### config.mk
export PLATFORM = sky130hd
export DESIGN_NAME = ifu_prefetch
export DESIGN_NICKNAME = d
export VERILOG_FILES = /design/src/rtl/ifu_prefetch.sv
export SDC_FILE = /design/constraint.sdc
export NUM_CORES = 1
export LEC_CHECK = 0
export CAP_MARGIN = 20
export CORE_MARGIN = 4
export CORE_UTILIZATION = 45
export CTS_CLUSTER_SIZE = 20
export DETAILED_ROUTE_END_ITERATION = 10
export PLACE_DENSITY = 0.63
export SLEW_MARGIN = 10
export SYNTH_ARGS = -nofsm -noshare
export SYNTH_HDL_FRONTEND = slang
export SYNTH_SLANG_ARGS = --single-unit
export TNS_END_PERCENT = 10
### constraint.sdc
create_clock -name clk -period 3 [get_ports clk]
set_input_delay 0.45 -clock clk [delete_from_list [all_inputs] [get_ports clk]]
set_output_delay 0.45 -clock clk [all_outputs]
set_load 0.03 [all_outputs]
### src/rtl/ifu_prefetch.sv
`default_nettype none
// ============================================================================
// Module      : ifu_prefetch
// Description : Decoupled instruction prefetcher. Issues credit-limited word
//               fetches, buffers in-order responses in a FIFO, and handles
//               redirect flushes by dropping responses still in flight.
// Revision    : 1.0 - initial release
// ============================================================================
module ifu_prefetch #(
   parameter int unsigned       ADDR_W   = 32,
   parameter int unsigned       INST_W   = 32,
   parameter int unsigned       DEPTH    = 4,
   parameter logic [ADDR_W-1:0] RESET_PC = 32'h8000_0000
) (
   input  logic              clk,
   input  logic              rst_n,
   input  logic              redirect_valid,
   input  logic [ADDR_W-1:0] redirect_pc,
   output logic              mem_req_valid,
   input  logic              mem_req_ready,
   output logic [ADDR_W-1:0] mem_req_addr,
   input  logic              mem_rsp_valid,
   input  logic [INST_W-1:0] mem_rsp_data,
   input  logic              mem_rsp_err,
   output logic              inst_valid,
   input  logic              inst_ready,
   output logic [INST_W-1:0] inst_data,
   output logic [ADDR_W-1:0] inst_pc,
   output logic              inst_err
);

   localparam int unsigned        c_CNT_W   = $clog2(DEPTH) + 1;
   localparam int unsigned        c_PTR_W   = $clog2(DEPTH);
   localparam logic [c_CNT_W:0]   c_DEPTH_X = (c_CNT_W + 1)'(DEPTH);

   logic [ADDR_W-1:0]  r_fetch_pc;
   logic [ADDR_W-1:0]  r_rsp_pc;
   logic [c_CNT_W-1:0] r_inflight;
   logic [c_CNT_W-1:0] r_count;
   logic [c_CNT_W-1:0] r_drop;
   logic               r_halt;
   logic [c_PTR_W-1:0] r_wr_ptr;
   logic [c_PTR_W-1:0] r_rd_ptr;
   logic [INST_W-1:0]  r_data [DEPTH];
   logic [ADDR_W-1:0]  r_pc   [DEPTH];
   logic [DEPTH-1:0]   r_err;

   logic [c_CNT_W:0]   w_occupancy;
   logic               w_req_fire;
   logic               w_rsp_keep;
   logic               w_deq;
   logic [c_CNT_W-1:0] w_inflight_nxt;
   logic [ADDR_W-1:0]  w_redirect_pc;
   logic               w_unused;

   assign w_unused       = ^redirect_pc[1:0];
   assign w_redirect_pc  = {redirect_pc[ADDR_W-1:2], 2'b00};
   assign w_occupancy    = {1'b0, r_inflight} + {1'b0, r_count};

   // Requests already in flight hold a FIFO slot, so the FIFO can never overflow.
   assign mem_req_valid  = rst_n && !r_halt && !redirect_valid && (w_occupancy < c_DEPTH_X);
   assign mem_req_addr   = r_fetch_pc;
   assign w_req_fire     = mem_req_valid && mem_req_ready;
   assign w_rsp_keep     = mem_rsp_valid && (r_drop == '0) && !redirect_valid;
   assign w_deq          = inst_valid && inst_ready;
   assign w_inflight_nxt = r_inflight + c_CNT_W'(w_req_fire) - c_CNT_W'(mem_rsp_valid);

   assign inst_valid = (r_count != '0);
   assign inst_data  = r_data[r_rd_ptr];
   assign inst_pc    = r_pc[r_rd_ptr];
   assign inst_err   = r_err[r_rd_ptr];

   always_ff @(posedge clk or negedge rst_n) begin
      if (!rst_n) begin
         r_fetch_pc <= RESET_PC;
         r_rsp_pc   <= RESET_PC;
         r_inflight <= '0;
         r_count    <= '0;
         r_drop     <= '0;
         r_halt     <= 1'b0;
         r_wr_ptr   <= '0;
         r_rd_ptr   <= '0;
      end else begin
         r_inflight <= w_inflight_nxt;
         if (redirect_valid) begin
            // Everything still outstanding after this cycle belongs to the old stream.
            r_fetch_pc <= w_redirect_pc;
            r_rsp_pc   <= w_redirect_pc;
            r_count    <= '0;
            r_drop     <= w_inflight_nxt;
            r_halt     <= 1'b0;
            r_wr_ptr   <= '0;
            r_rd_ptr   <= '0;
         end else begin
            if (w_req_fire) begin
               r_fetch_pc <= r_fetch_pc + ADDR_W'(4);
            end
            if (mem_rsp_valid && (r_drop != '0)) begin
               r_drop <= r_drop - c_CNT_W'(1);
            end
            if (w_rsp_keep) begin
               r_wr_ptr <= r_wr_ptr + c_PTR_W'(1);
               r_rsp_pc <= r_rsp_pc + ADDR_W'(4);
               if (mem_rsp_err) begin
                  r_halt <= 1'b1;
               end
            end
            if (w_deq) begin
               r_rd_ptr <= r_rd_ptr + c_PTR_W'(1);
            end
            r_count <= r_count + c_CNT_W'(w_rsp_keep) - c_CNT_W'(w_deq);
         end
      end
   end

   always_ff @(posedge clk or negedge rst_n) begin
      if (!rst_n) begin
         for (int i = 0; i < int'(DEPTH); i++) begin
            r_data[i] <= '0;
            r_pc[i]   <= '0;
         end
         r_err <= '0;
      end else if (w_rsp_keep) begin
         r_data[r_wr_ptr] <= mem_rsp_data;
         r_pc[r_wr_ptr]   <= r_rsp_pc;
         r_err[r_wr_ptr]  <= mem_rsp_err;
      end
   end

   a_occupancy : assert property (@(posedge clk) disable iff (!rst_n) w_occupancy <= c_DEPTH_X);

endmodule
`default_nettype wire

==> flow_metrics.tcl <==
set metrics [dict create \
    diodes 0 \
    core_area_sq_um 32900 \
    grt_overflow 0 \
    std_cell_rows 66 \
    synth-seq-area-share_pct 54.0 \
    cts_max_path_buffers 3 \
    final_util_pct 56.2 \
    ios 170 \
    clock_latency_ps 520 \
    start_kind "flop" \
    synthCells 1084 \
    num-fill-cells 2750 \
    num_vias 9465 \
    grt_pass1_wl_um 55900 \
    clkSinkCount 326 \
    dp_hpwl_um 22400 \
    synthFlopType "dfrtp_1" \
    synth_cell_type_count 52 \
    rr_startpoint "r_count[2]" \
    grt_max_degree 130 \
    final_nets 1325 \
    routed_wirelength_um 34300 \
    skew_ps 19.6 \
    drc_errors 0 \
    die_h_um 191 \
    ant_nets 0 \
    relSlewSlack_pct 37.1 \
    arrival_ps 2430 \
    die_w_um 191 \
    yosys.area.top_type "dfrtp_1" \
    drt_pre_antenna_iters 4 \
    drv_slew 0 \
    cp_max_fo 19 \
    cp.required_ps 2550 \
    yosysWarningCount 0 \
    status "finished, final reports clean" \
    final_cells 1707 \
    wl_per_cell_um 20.1 \
    hp-class "input port to asynchronous set/reset pin" \
    syn_area_sq_um 15100 \
    pwr_density_cell_nw_per_um2 871 \
    syn2layout_area_growth_pct 22.3 \
    worstMarginPinSlew_ps 943 \
    grt_setup_unrepaired "no" \
    drv_cap 0 \
    final_common_cell "dfrtp_1" \
    placed_cells 1637 \
    hold_viol_final 0 \
    fin_setup_tns_ps 0 \
    crit_start "r_rd_ptr[0]" \
    irDropWorstVdd_v 0.000478 \
    period_needed_ps 2880 \
    final_cell_mix "dfrtp_1 (322), mux2_2 (250), clkdlybuf4s50_1 (159), mux4_2 (63), nand2_1 (57)" \
    tritoncts "yes" \
    yosysTopAreaCellShare_pct 53.6 \
    end_kind "output port" \
    portBuffers 163 \
    layout-drive-gt1-share_pct 33.0 \
    post-route-period-util_pct 95.9 \
    initial_core_util_pct 46.0 \
    avgSynthCellArea_sq_um 13.9 \
    max_freq_mhz 347 \
    worst-r2r-cell-count 11 \
    grt_use_total_pct 19.1 \
    numCtsBuffers 37 \
    clock-root-buffer "clkbuf_16" \
    placed_area_sq_um 17200 \
    synthArstFlopShare_pct 100 \
    criticalPathCategory "flop to output port" \
    die_area_sq_um 36600 \
    setup_violations 0 \
    synth-edff-count 0 \
    synth_area_leaders "dfrtp_1 (54%), mux2_2 (19%), mux4_2 (9.4%), o21ai_0 (1.6%), nand2_1 (1.5%)" \
    routed_via_density 5.54 \
    antenna_found_initial 2 \
    whs_ps 68.9 \
    htree_levels 2 \
    final_area_sq_um 18500 \
    grt_pass1_vias 10100 \
    drt_iter0_drc 487 \
    clk_transition_reported_paths_ps 60 \
    place_congestion 0.817 \
    ys_ff_latch 326 \
    p_leak_nw 8.30 \
]
where the power goes:
part	switching, W	leakage, nW	internal, W
sequential	0.000610	4.27	0.00533
combinational	0.00287	3.44	0.00293
clock	0.00171	0.593	0.00264
total	0.00519	8.30	0.0109
sequential cells by signal, summed over array words and instances, names as in the netlist:
signal	count
r_data	128
r_pc	120
mem_req_addr	30
r_count	3
r_err	4
r_rd_ptr	2
r_inflight	3
r_halt	1
r_rsp_pc	30
r_wr_ptr	2
r_drop	3
worst max-delay path, stage by stage (launching register included):
cell and delay [ps]:
dfrtp_4 510, buf_12 220, mux4_2 570, clkdlybuf4s50_1 620
layout make-up:
type	count	area (sq um)	area share, %
sequential	326	8170	44.2
inverter	16	60.1	0.325
multi-input combinational	666	6490	35.1
tap	442	553	2.99
clock buffer	56	1110	6.01
clock inverter	10	78.8	0.427
timing repair buffer	191	2020	10.9
timing repair:
item                                    CTS  global route
hold buffers                              0             0
setup buffers                             3             1
endpoints found under the hold margin     0             0
gates resized for setup                   1             0
endpoints found under the setup margin   53            15
cells in the mapped netlist (4+ instances only):
cell type and count:
nor3_1 5, or3_1 4, dfrtp_1 324, nand3_1 25
xor2_1 21, clkbuf_1 21, and4_1 9, mux2_2 250
xnor2_1 19, o311ai_0 5, buf_4 28, ha_1 14
nand2b_1 4, mux4_2 63, nand4_1 30, buf_2 24
nor2_1 24, and2_1 11, o21ai_0 47, nand2_1 61
a21oi_1 11, and3_1 11, o211ai_1 12, a31oi_1 6
inv_1 16
worst paths after layout:
path / slack [ps] / end
max in group asynchronous: 1360 / r_rd_ptr[0]
min: 70 / r_data[88]
min reg2reg: 470 / r_pc[48]
min in group clk: 470 / r_pc[48]
max reg2reg: 530 / r_drop[2]
max: 120 / inst_data[0]
per-stage QoR:
step / total power (W) / setup WS [ps]
6_report: 0.0161 / 122
3_5_place_dp: 0.0119 / 339
5_1_grt: 0.0170 / 32.3
2_1_floorplan: 0.00962 / 378
3_3_place_gp: 0.0118 / 339
4_1_cts: 0.0163 / 3.80
routing by layer:
metal | share of wire, % | wire [um] | track usage (%)
met5 | 0.038 | 13 | 0
met4 | 1.3 | 435 | 3.73
met3 | 5.4 | 1840 | 3.73
met2 | 47 | 16100 | 30.8
met1 | 46 | 15900 | 27.3
kinds of logic (layout without fill, tap and decap cells):
kind of cell	count (synthesis)	after routing	share of synthesized area, %
compound gates	95	95	3.82
xor+xnor	40	40	2.32
fa+ha+maj	16	16	1.42
buf+inv	95	273	3.32
flops	326	326	54.0
mux	314	314	28.1
other cells	1	4	0.0248
simple gates	197	197	7.01
Power figures use the tool's default switching activity.
